<file path="src/rtl/modem_pkg.sv">
// Modem-wide types, defaults and helpers for the DCSK transmitter.
package modem_pkg;

   typedef enum logic [1:0] {IDLE, LOAD, REF, DATA} tx_state_t;

   localparam logic [7:0] LFSR_TAPS_DEFAULT = 8'hB8;

   function automatic int chips_per_seg(input int sf);
      return 1 << (sf + 1);
   endfunction

endpackage

</file>
<file path="src/rtl/spreading_factors_pkg.sv">
// Spreading-factor code type shared by the modem blocks.
package spreading_factors_pkg;

   typedef logic [1:0] sf_t;

endpackage

</file>
<file path="src/rtl/dcsk_chaos_lfsr.sv">
// Chaos source: Fibonacci LFSR with seed load, step enable and a guard
// that never lets it lock up in the all-zero state.
module dcsk_chaos_lfsr
   import modem_pkg::*;
#(
   parameter int              W    = 8,
   parameter logic [W-1:0]    TAPS = W'(LFSR_TAPS_DEFAULT)
) (
   input  logic         i_clk,
   input  logic         i_arst_n,
   input  logic         i_load,
   input  logic [W-1:0] i_seed,
   input  logic         i_en,
   output logic         o_msb
);

   logic [W-1:0] state_q, state_d;

   always_comb begin
      state_d = state_q;
      if (i_load) begin
         state_d = (i_seed == '0) ? W'(1) : i_seed;
      end else if (i_en) begin
         state_d = {state_q[W-2:0], ^(state_q & TAPS)};
      end
   end

   always_ff @(posedge i_clk or negedge i_arst_n) begin
      if (!i_arst_n) begin
         state_q <= W'(1);
      end else begin
         state_q <= state_d;
      end
   end

   assign o_msb = state_q[W-1];

endmodule

</file>
<file path="src/rtl/dcsk_tx_mq.sv">
// DCSK transmitter with a message FIFO: each bit is a chaotic reference
// segment followed by that segment replayed (inverted for a 0 bit).
module dcsk_tx_mq
   import modem_pkg::*;
   import spreading_factors_pkg::*;
#(
   parameter int                 MSG_W      = 32,
   parameter int                 LFSR_W     = 8,
   parameter int                 SF_W       = $bits(sf_t),
   parameter int                 SF_MAX     = 3,
   parameter int                 FIFO_DEPTH = 4,
   parameter logic [LFSR_W-1:0]  LFSR_TAPS  = LFSR_W'(LFSR_TAPS_DEFAULT)
) (
   input  logic                          i_clk,
   input  logic                          i_arst_n,
   input  logic [LFSR_W-1:0]             i_seed,
   input  logic                          i_load_seed,
   input  logic [MSG_W-1:0]              i_msg,
   input  logic [SF_W-1:0]               i_sf,
   input  logic                          i_send,
   output logic                          o_ready,
   output logic                          o_tx,
   output logic                          o_is_sending,
   output logic                          o_msg_done,
   output logic [$clog2(FIFO_DEPTH):0]   o_fifo_level
);

   localparam int PTR_W   = $clog2(FIFO_DEPTH);
   localparam int LVL_W   = PTR_W + 1;
   localparam int ENTRY_W = SF_W + MSG_W;
   localparam int CHIP_W  = SF_MAX + 1;
   localparam int BUF_N   = 1 << CHIP_W;
   localparam int BIT_W   = (MSG_W > 1) ? $clog2(MSG_W) : 1;

   logic [ENTRY_W-1:0] fifo_mem [FIFO_DEPTH];
   logic [PTR_W-1:0]   wr_ptr_q, rd_ptr_q;
   logic [LVL_W-1:0]   level_q, level_d;
   logic               ready_q;
   logic               fifo_wr, fifo_pop;
   logic [SF_W-1:0]    sf_sat;

   tx_state_t          state_q, state_d;
   logic [MSG_W-1:0]   msg_q, msg_d;
   logic [SF_W-1:0]    sf_q, sf_d;
   logic [BIT_W-1:0]   bit_idx_q, bit_idx_d;
   logic [CHIP_W-1:0]  chip_q, chip_d;
   logic [BUF_N-1:0]   ref_buf_q;
   logic               tx_q, tx_d;
   logic               sending_q, sending_d;
   logic               done_q, done_d;
   logic               last_chip;
   logic               lfsr_en, lfsr_load, lfsr_msb;

   assign sf_sat   = (int'(i_sf) > SF_MAX) ? SF_W'(SF_MAX) : i_sf;
   assign fifo_wr  = i_send && ready_q;
   assign fifo_pop = (state_q == LOAD);
   assign level_d  = level_q + LVL_W'(fifo_wr) - LVL_W'(fifo_pop);

   always_ff @(posedge i_clk) begin
      if (fifo_wr) begin
         fifo_mem[wr_ptr_q] <= {sf_sat, i_msg};
      end
   end

   // Ready follows the registered level, so a pop on a full FIFO cannot
   // admit a write in the same cycle.
   always_ff @(posedge i_clk or negedge i_arst_n) begin
      if (!i_arst_n) begin
         wr_ptr_q <= '0;
         rd_ptr_q <= '0;
         level_q  <= '0;
         ready_q  <= 1'b1;
      end else begin
         if (fifo_wr)  wr_ptr_q <= wr_ptr_q + PTR_W'(1);
         if (fifo_pop) rd_ptr_q <= rd_ptr_q + PTR_W'(1);
         level_q <= level_d;
         ready_q <= (level_d != LVL_W'(FIFO_DEPTH));
      end
   end

   dcsk_chaos_lfsr #(
      .W    (LFSR_W),
      .TAPS (LFSR_TAPS)
   ) u_lfsr (
      .i_clk    (i_clk),
      .i_arst_n (i_arst_n),
      .i_load   (lfsr_load),
      .i_seed   (i_seed),
      .i_en     (lfsr_en),
      .o_msb    (lfsr_msb)
   );

   assign last_chip = (chip_q == CHIP_W'(chips_per_seg(int'(sf_q)) - 1));

   always_comb begin
      state_d   = state_q;
      msg_d     = msg_q;
      sf_d      = sf_q;
      bit_idx_d = bit_idx_q;
      chip_d    = chip_q;
      tx_d      = 1'b0;
      sending_d = 1'b0;
      done_d    = 1'b0;
      lfsr_en   = 1'b0;
      lfsr_load = 1'b0;
      unique case (state_q)
         IDLE: begin
            if (level_q != '0) begin
               state_d = LOAD;
            end else if (i_load_seed) begin
               lfsr_load = 1'b1;
            end
         end
         LOAD: begin
            {sf_d, msg_d} = fifo_mem[rd_ptr_q];
            bit_idx_d     = BIT_W'(MSG_W - 1);
            chip_d        = '0;
            state_d       = REF;
         end
         REF: begin
            tx_d      = lfsr_msb;
            sending_d = 1'b1;
            lfsr_en   = 1'b1;
            chip_d    = chip_q + CHIP_W'(1);
            if (last_chip) begin
               chip_d  = '0;
               state_d = DATA;
            end
         end
         DATA: begin
            tx_d      = ref_buf_q[chip_q] ^ ~msg_q[bit_idx_q];
            sending_d = 1'b1;
            chip_d    = chip_q + CHIP_W'(1);
            if (last_chip) begin
               chip_d = '0;
               if (bit_idx_q == '0) begin
                  done_d  = 1'b1;
                  state_d = (level_q != '0) ? LOAD : IDLE;
               end else begin
                  bit_idx_d = bit_idx_q - BIT_W'(1);
                  state_d   = REF;
               end
            end
         end
         default: state_d = IDLE;
      endcase
   end

   always_ff @(posedge i_clk) begin
      if (state_q == REF) begin
         ref_buf_q[chip_q] <= lfsr_msb;
      end
   end

   always_ff @(posedge i_clk or negedge i_arst_n) begin
      if (!i_arst_n) begin
         state_q   <= IDLE;
         msg_q     <= '0;
         sf_q      <= '0;
         bit_idx_q <= '0;
         chip_q    <= '0;
         tx_q      <= 1'b0;
         sending_q <= 1'b0;
         done_q    <= 1'b0;
      end else begin
         state_q   <= state_d;
         msg_q     <= msg_d;
         sf_q      <= sf_d;
         bit_idx_q <= bit_idx_d;
         chip_q    <= chip_d;
         tx_q      <= tx_d;
         sending_q <= sending_d;
         done_q    <= done_d;
      end
   end

   assign o_ready      = ready_q;
   assign o_tx         = tx_q;
   assign o_is_sending = sending_q;
   assign o_msg_done   = done_q;
   assign o_fifo_level = level_q;

endmodule

</file>
<file path="config.mk">
export PLATFORM = sky130hd
export DESIGN_NAME = dcsk_tx_mq
export DESIGN_NICKNAME = d
export VERILOG_FILES = /design/src/rtl/modem_pkg.sv /design/src/rtl/spreading_factors_pkg.sv /design/src/rtl/dcsk_chaos_lfsr.sv /design/src/rtl/dcsk_tx_mq.sv
export SDC_FILE = /design/constraint.sdc
export NUM_CORES = 1
export LEC_CHECK = 0
export ABC_AREA = 1
export CAP_MARGIN = 10
export CORE_MARGIN = 5
export CORE_UTILIZATION = 45
export CTS_CLUSTER_DIAMETER = 60
export DETAILED_ROUTE_END_ITERATION = 10
export GPL_ROUTABILITY_DRIVEN = 0
export PLACE_DENSITY_LB_ADDON = 0.1
export SLEW_MARGIN = 20
export SYNTH_ARGS = -nofsm -noshare
export SYNTH_HDL_FRONTEND = slang
export SYNTH_HIERARCHICAL = 1
export SYNTH_SLANG_ARGS = --single-unit
</file>
<file path="constraint.sdc">
create_clock -name i_clk -period 3.26 [get_ports i_clk]
set_input_delay 0.489 -clock i_clk [delete_from_list [all_inputs] [get_ports i_clk]]
set_output_delay 0.489 -clock i_clk [all_outputs]
set_load 0.01 [all_outputs]
</file>
## After elaboration in Yosys (flattened, before gate mapping)

Memories as Yosys holds them, arrays and structs flattened. A register that Yosys moved wholly into a read port is not among the register bits.
Cells that the tools add are included.

- $add $sub $neg: 8
- Magnitude comparators: 3
- Eq/ne operators: 9
- Shift operators: 1
- Mux-type cells: 32
- Bitwise gates (word level): 2
- Reductions and logical operators: 14

Operators by type and width:

| operator | number |
|---|---|
| two-way mux 8 bit | 3 |
| bitwise mux 16 bit | 1 |
| two-way mux 1 bit | 14 |
| two-way mux 5 bit | 2 |
| one-hot mux 5 bit (2 select lines) | 1 |
| zero test 8 bit | 1 |
| two-way mux 2 bit | 4 |
| != test 2 bit (second input constant) | 4 |
| one-hot mux 2 bit (4 select lines) | 1 |
| one-hot mux 4 bit (2 select lines) | 1 |
| parity 8 bit | 1 |
| < comparator 5 x 6 -> 1 bit (second input constant) | 1 |
| AND reduction 3 bit | 2 |
| nonzero test 2 bit | 3 |
| binary-select mux 1 bit (select 5 bit) | 1 |
| zero test 5 bit | 1 |
| < comparator 4 x 5 -> 1 bit (second input constant) | 1 |
| subtractor 5 x 1 -> 5 bit (second input constant) | 1 |
| adder 2 x 1 -> 2 bit (second input constant) | 2 |
| adder 4 x 1 -> 4 bit (second input constant) | 1 |
| binary-select mux 1 bit (select 4 bit) | 1 |
| demux 1 bit (select 4 bit) | 1 |
| == test 2 bit (second input constant) | 2 |
| == test 4 bit | 1 |
| other kinds (17) | 18 |

- Bits in registers: 46
- Bits in writable memories: 136
- Input bits: 46
- Output and inout bits: 7
- Logic and storage cells: 82
- Memories kept: 1

Memory list:

| memory | words | width | rd ports | clocked after Yosys merged registers in | wr ports | RTL line | source |
|---|---|---|---|---|---|---|---|
| fifo_mem | 4 | 34 | 1 | 1 | 1 | dcsk_tx_mq.sv:35 | `logic [ENTRY_W-1:0] fifo_mem [FIFO_DEPTH];` |

## Depth between registers and ports, before layout

- Word-level depth: 6
- Mapped depth: 14

## Hierarchy

Netlist, hierarchy kept.

By module, submodules not included:

| module | times used | cells an instance | area each (µm²) | sequential area each (µm²) |
|---|---|---|---|---|
| dcsk_tx_mq | 1 | 765 | 8607.0 | 5967.0 |
| dcsk_chaos_lfsr | 1 | 62 | 446.7 | 201.4 |

## Worst setup path after synthesis

No wires, ideal clock.

- Path kind: flip-flop to flip-flop
- Start: register ready_q (netlist: o_ready)
- End: memory fifo_mem[0][0] (netlist bit) (enable)
- Arrival: 2.167 ns
- Required time: 2.835 ns
- Setup slack: 0.668 ns
- Stages on the path, launching flop included: 3
- Path buffers: 0
- Period minus slack after synthesis: 2.592 ns
- Cells stage by stage: dfstp_2 -> nand2_1 -> nor2_1

- Longest elaborated chain between the ends: 3

RTL lines:

| what | RTL line | source |
|---|---|---|
| start, declared | dcsk_tx_mq.sv:38 | `logic ready_q;` |
| start signal, assigned | dcsk_tx_mq.sv:77 | `ready_q <= (level_d != LVL_W'(FIFO_DEPTH));` |
| logical AND 1 bit | dcsk_tx_mq.sv:55 | `assign fifo_wr = i_send && ready_q;` |
| two-way mux 1 bit | dcsk_tx_mq.sv:60 | `if (fifo_wr) begin` |
| two-way mux 1 bit (not written as such) | dcsk_tx_mq.sv:61 | `fifo_mem[wr_ptr_q] <= {sf_sat, i_msg};` |
| end, declared | dcsk_tx_mq.sv:35 |  |

No other way between the ends.

## Worst setup path after layout

- Start: register ready_q (netlist: o_ready)
- End: register ready_q (netlist: o_ready)

- Longest elaborated chain between the ends: 4

RTL lines:

| what | RTL line | source |
|---|---|---|
| logical AND 1 bit | dcsk_tx_mq.sv:55 |  |
| adder 3 x 1 -> 3 bit | dcsk_tx_mq.sv:57 | `assign level_d = level_q + LVL_W'(fifo_wr) - LVL_W'(fifo_pop);` |
| subtractor 3 x 1 -> 3 bit | dcsk_tx_mq.sv:57 |  |
| via level_d[2] | dcsk_tx_mq.sv:37 | `logic [LVL_W-1:0] level_q, level_d;` |
| != test 3 bit | dcsk_tx_mq.sv:77 |  |

The timed path passes the listed nets, and every way through them passes these cells.
A chain may end at the register's enable or synchronous reset.

==> impl_metrics.tcl <==
set metrics [dict create \
    end_kind "flip-flop" \
    grt_pass1_wl_um 30600 \
    port_buffers 52 \
    clkSlewWorstSetupHoldPaths_ps 60 \
    synth_area_per_cell_sq_um 10.9 \
    post-place-cells 1116 \
    cp_data_required_time_ps 3680 \
    vias 5910 \
    grt_max_degree 72 \
    holdWs_ps 138 \
    synthArstFlopShare_pct 29.6 \
    crit_chain "nand2_1 > ha_1 > inv_1 > ha_1 > fa_1 > xnor2_1 > xor2_1 > nand2_1" \
    arrival_ps 2700 \
    numCtsBuffers 24 \
    skew_ps 19.1 \
    fp.dieW_um 152 \
    die-area_sq_mm 0.0231 \
    io_pins 53 \
    drc 0 \
    seq_area_frac_synth_pct 68.1 \
    fin_crit_sh_pct 70.2 \
    wl_per_cell_um 16.0 \
    cts-root-buf "clkbuf_16" \
    diodes 0 \
    reg2regPathDepth 8 \
    relSlewSlack_pct 36.0 \
    drive_gt1_share_pct 8.05 \
    status "completed" \
    startpoint_type "flip-flop" \
    cts_sinks 216 \
    synth_edf_count 152 \
    synth_common_cells "edfxtp_1, nor2_1, nand2_1" \
    num_rows 51 \
    synth_area_leaders "edfxtp_1, dfrtp_1, nor2_1" \
    finalSetupViolCount 0 \
    fmax_ghz 0.437 \
    r2r-start "o_ready$_DFF_PN1_" \
    ys_ff_latch 216 \
    cts_hold_repair.buffers 0 \
    initial_utilization_pct 46.1 \
    syn_to_final_growth_pct 16.3 \
    synth_top_cell_area_share_pct 50.4 \
    hold_violations 0 \
    first_pass_iters 4 \
    core_sq_mm 0.0197 \
    grt_remaining_overflow 0 \
    r2r_end "o_ready$_DFF_PN1_" \
    syn-num-nets 885 \
    nets 935 \
    detail_route.vias_per_cell 5.10 \
    hp-class "input pin to asynchronous set/reset pin" \
    layout_min_cycle_time_ps 2290 \
    post-cts-setup-buffers 0 \
    synth_area_leader_cell "edfxtp_1" \
    ys_warn_count 6 \
    syn-cell-area_sq_mm 0.00905 \
    tightest_slew_ps 960 \
    max-cap-violations 0 \
    cts.path.max_buffers 3 \
    yosysMostFrequentCell "edfxtp_1" \
    critPathSlowestCell "dfstp_2" \
    leakage_nw 4.00 \
    grt_use_total_pct 15.9 \
    slowest_delay_ps 540 \
    dpl.hpwl_um 11100 \
    grt_pass1_vias 6124 \
    slew_viol_final 0 \
    regToRegSetupSlack_ps 970 \
    rsz0062_at_grt "no" \
    fin_tns_setup_ps 0 \
    dr.first_iter.drc_count 254 \
    clk_latency_ps 520 \
    antenna_found_initial 0 \
    p_per_area_mw_per_mm2 659 \
    routed_wl_um 18600 \
    synth_ff_type "edfxtp_1" \
    synthCells 827 \
    detail-route-antenna-nets 0 \
    yosysUniqueCellTypes 34 \
    die_h_um 152 \
    crit_fanout 8 \
    cts_tree "built" \
    worstSetupPathType "flip-flop to flip-flop" \
    final_cells 1159 \
    vdd_ir_drop_max_mv 0.489 \
    postCtsResizedCells 0 \
    htreeDepth 1 \
]
## routing by layer
layer	share of wire, %	track usage (%)	wire [um]
met1	44	20.7	8130
met2	50	27.7	9230
met3	4.2	2.56	773
met4	2.5	4.37	463
met5	0	0	0
## logic make-up (layout without fill, tap and decap cells)
group / count (synthesis) / count (layout) / share of synthesized area (%)
xor gates and xnor gates: 7 / 7 / 0.677
adders and majority gates: 12 / 12 / 1.74
and+or+nand+nor: 321 / 321 / 14.3
AOI/OAI and AO/OA: 163 / 163 / 9.78
buffers and inverters: 108 / 175 / 5.38
DFF: 216 / 216 / 68.1
## stage by stage
step	worst slack, ps	cell area (sq um)	power (mW)	utilization [%]
after floorplan	668	9050	4.07	-
after global placement	682	9770	4.41	49.7
after detailed placement	537	9770	4.46	49.7
after CTS	978	10500	7.03	53.6
after global routing	892	10500	7.25	53.6
final	972	10500	6.94	53.6
## how the worst max path moves through the flow
| stage | start | slack (ps) | cells past startpoint | end |
|---|---|---|---|---|
| final | o_ready$_DFF_PN1_ | 970 | 8 | o_ready$_DFF_PN1_ |
| after global routing | o_ready$_DFF_PN1_ | 890 | 8 | o_ready$_DFF_PN1_ |
| after CTS | o_ready$_DFF_PN1_ | 980 | 8 | o_ready$_DFF_PN1_ |
| after detailed placement | i_send | 540 | 9 | o_ready$_DFF_PN1_ |
| after global placement | i_send | 680 | 9 | o_ready$_DFF_PN1_ |
| after floorplan | o_ready$_DFF_PN1_ | 670 | 2 | fifo_mem[0][0]$_DFFE_PP_ |
## cell type report
cell class | count | area, sq um
fillers | 1808 | 9120
flip-flops and latches | 216 | 6170
multi-input cells | 503 | 2410
clock buffers | 30 | 633
repair buffers | 62 | 591
well taps | 265 | 332
inverters | 70 | 272
clock inverters | 13 | 126
## flip-flops by register name, summed over array words and instances, names as in the netlist, 2 cells and up
name	cells
rd_ptr_q	2
chip_q	4
fifo_mem	136
msg_q	32
sf_q	2
bit_idx_q	5
state_q	2
u_lfsr/state_q	8
o_fifo_level	3
ref_buf_q	16
wr_ptr_q	2
## cell usage in the layout (no fill, tap or decap), types with 2 or more instances in the layout
cell type	count
edfxtp_1	152
nor2_1	140
nand2_1	131
o21ai_0	94
dfrtp_1	61
inv_1	60
clkdlybuf4s50_1	51
nand3_1	35
o22ai_1	31
clkbuf_16	24
a21oi_1	11
o21ai_1	11
a31oi_1	11
ha_1	11
buf_4	10
nor2_2	8
inv_2	6
xor2_1	5
clkinv_2	5
clkbuf_1	5
clkinv_1	4
inv_4	3
o211ai_1	2
xnor2_1	2
nand2_4	2
clkinvlp_4	2
bufinv_16	2
dfstp_2	2
## power by group
group	internal, mW	total (mW)	switching (mW)
registers	3.40	3.54	0.143
clock network	1.53	2.55	1.02
logic	0.292	0.842	0.550
total	5.23	6.94	1.71
## worst max-delay path, delay by kind of cell (launching register included)
family	cells	cell delay, ps
XOR/XNOR	2	370
buffers and inverters	1	40
adder cells (fa/ha/maj)	3	930
AND/OR/NAND/NOR	2	320
flip-flops	1	540
No activity file was read; power rests on OpenSTA's default activity.
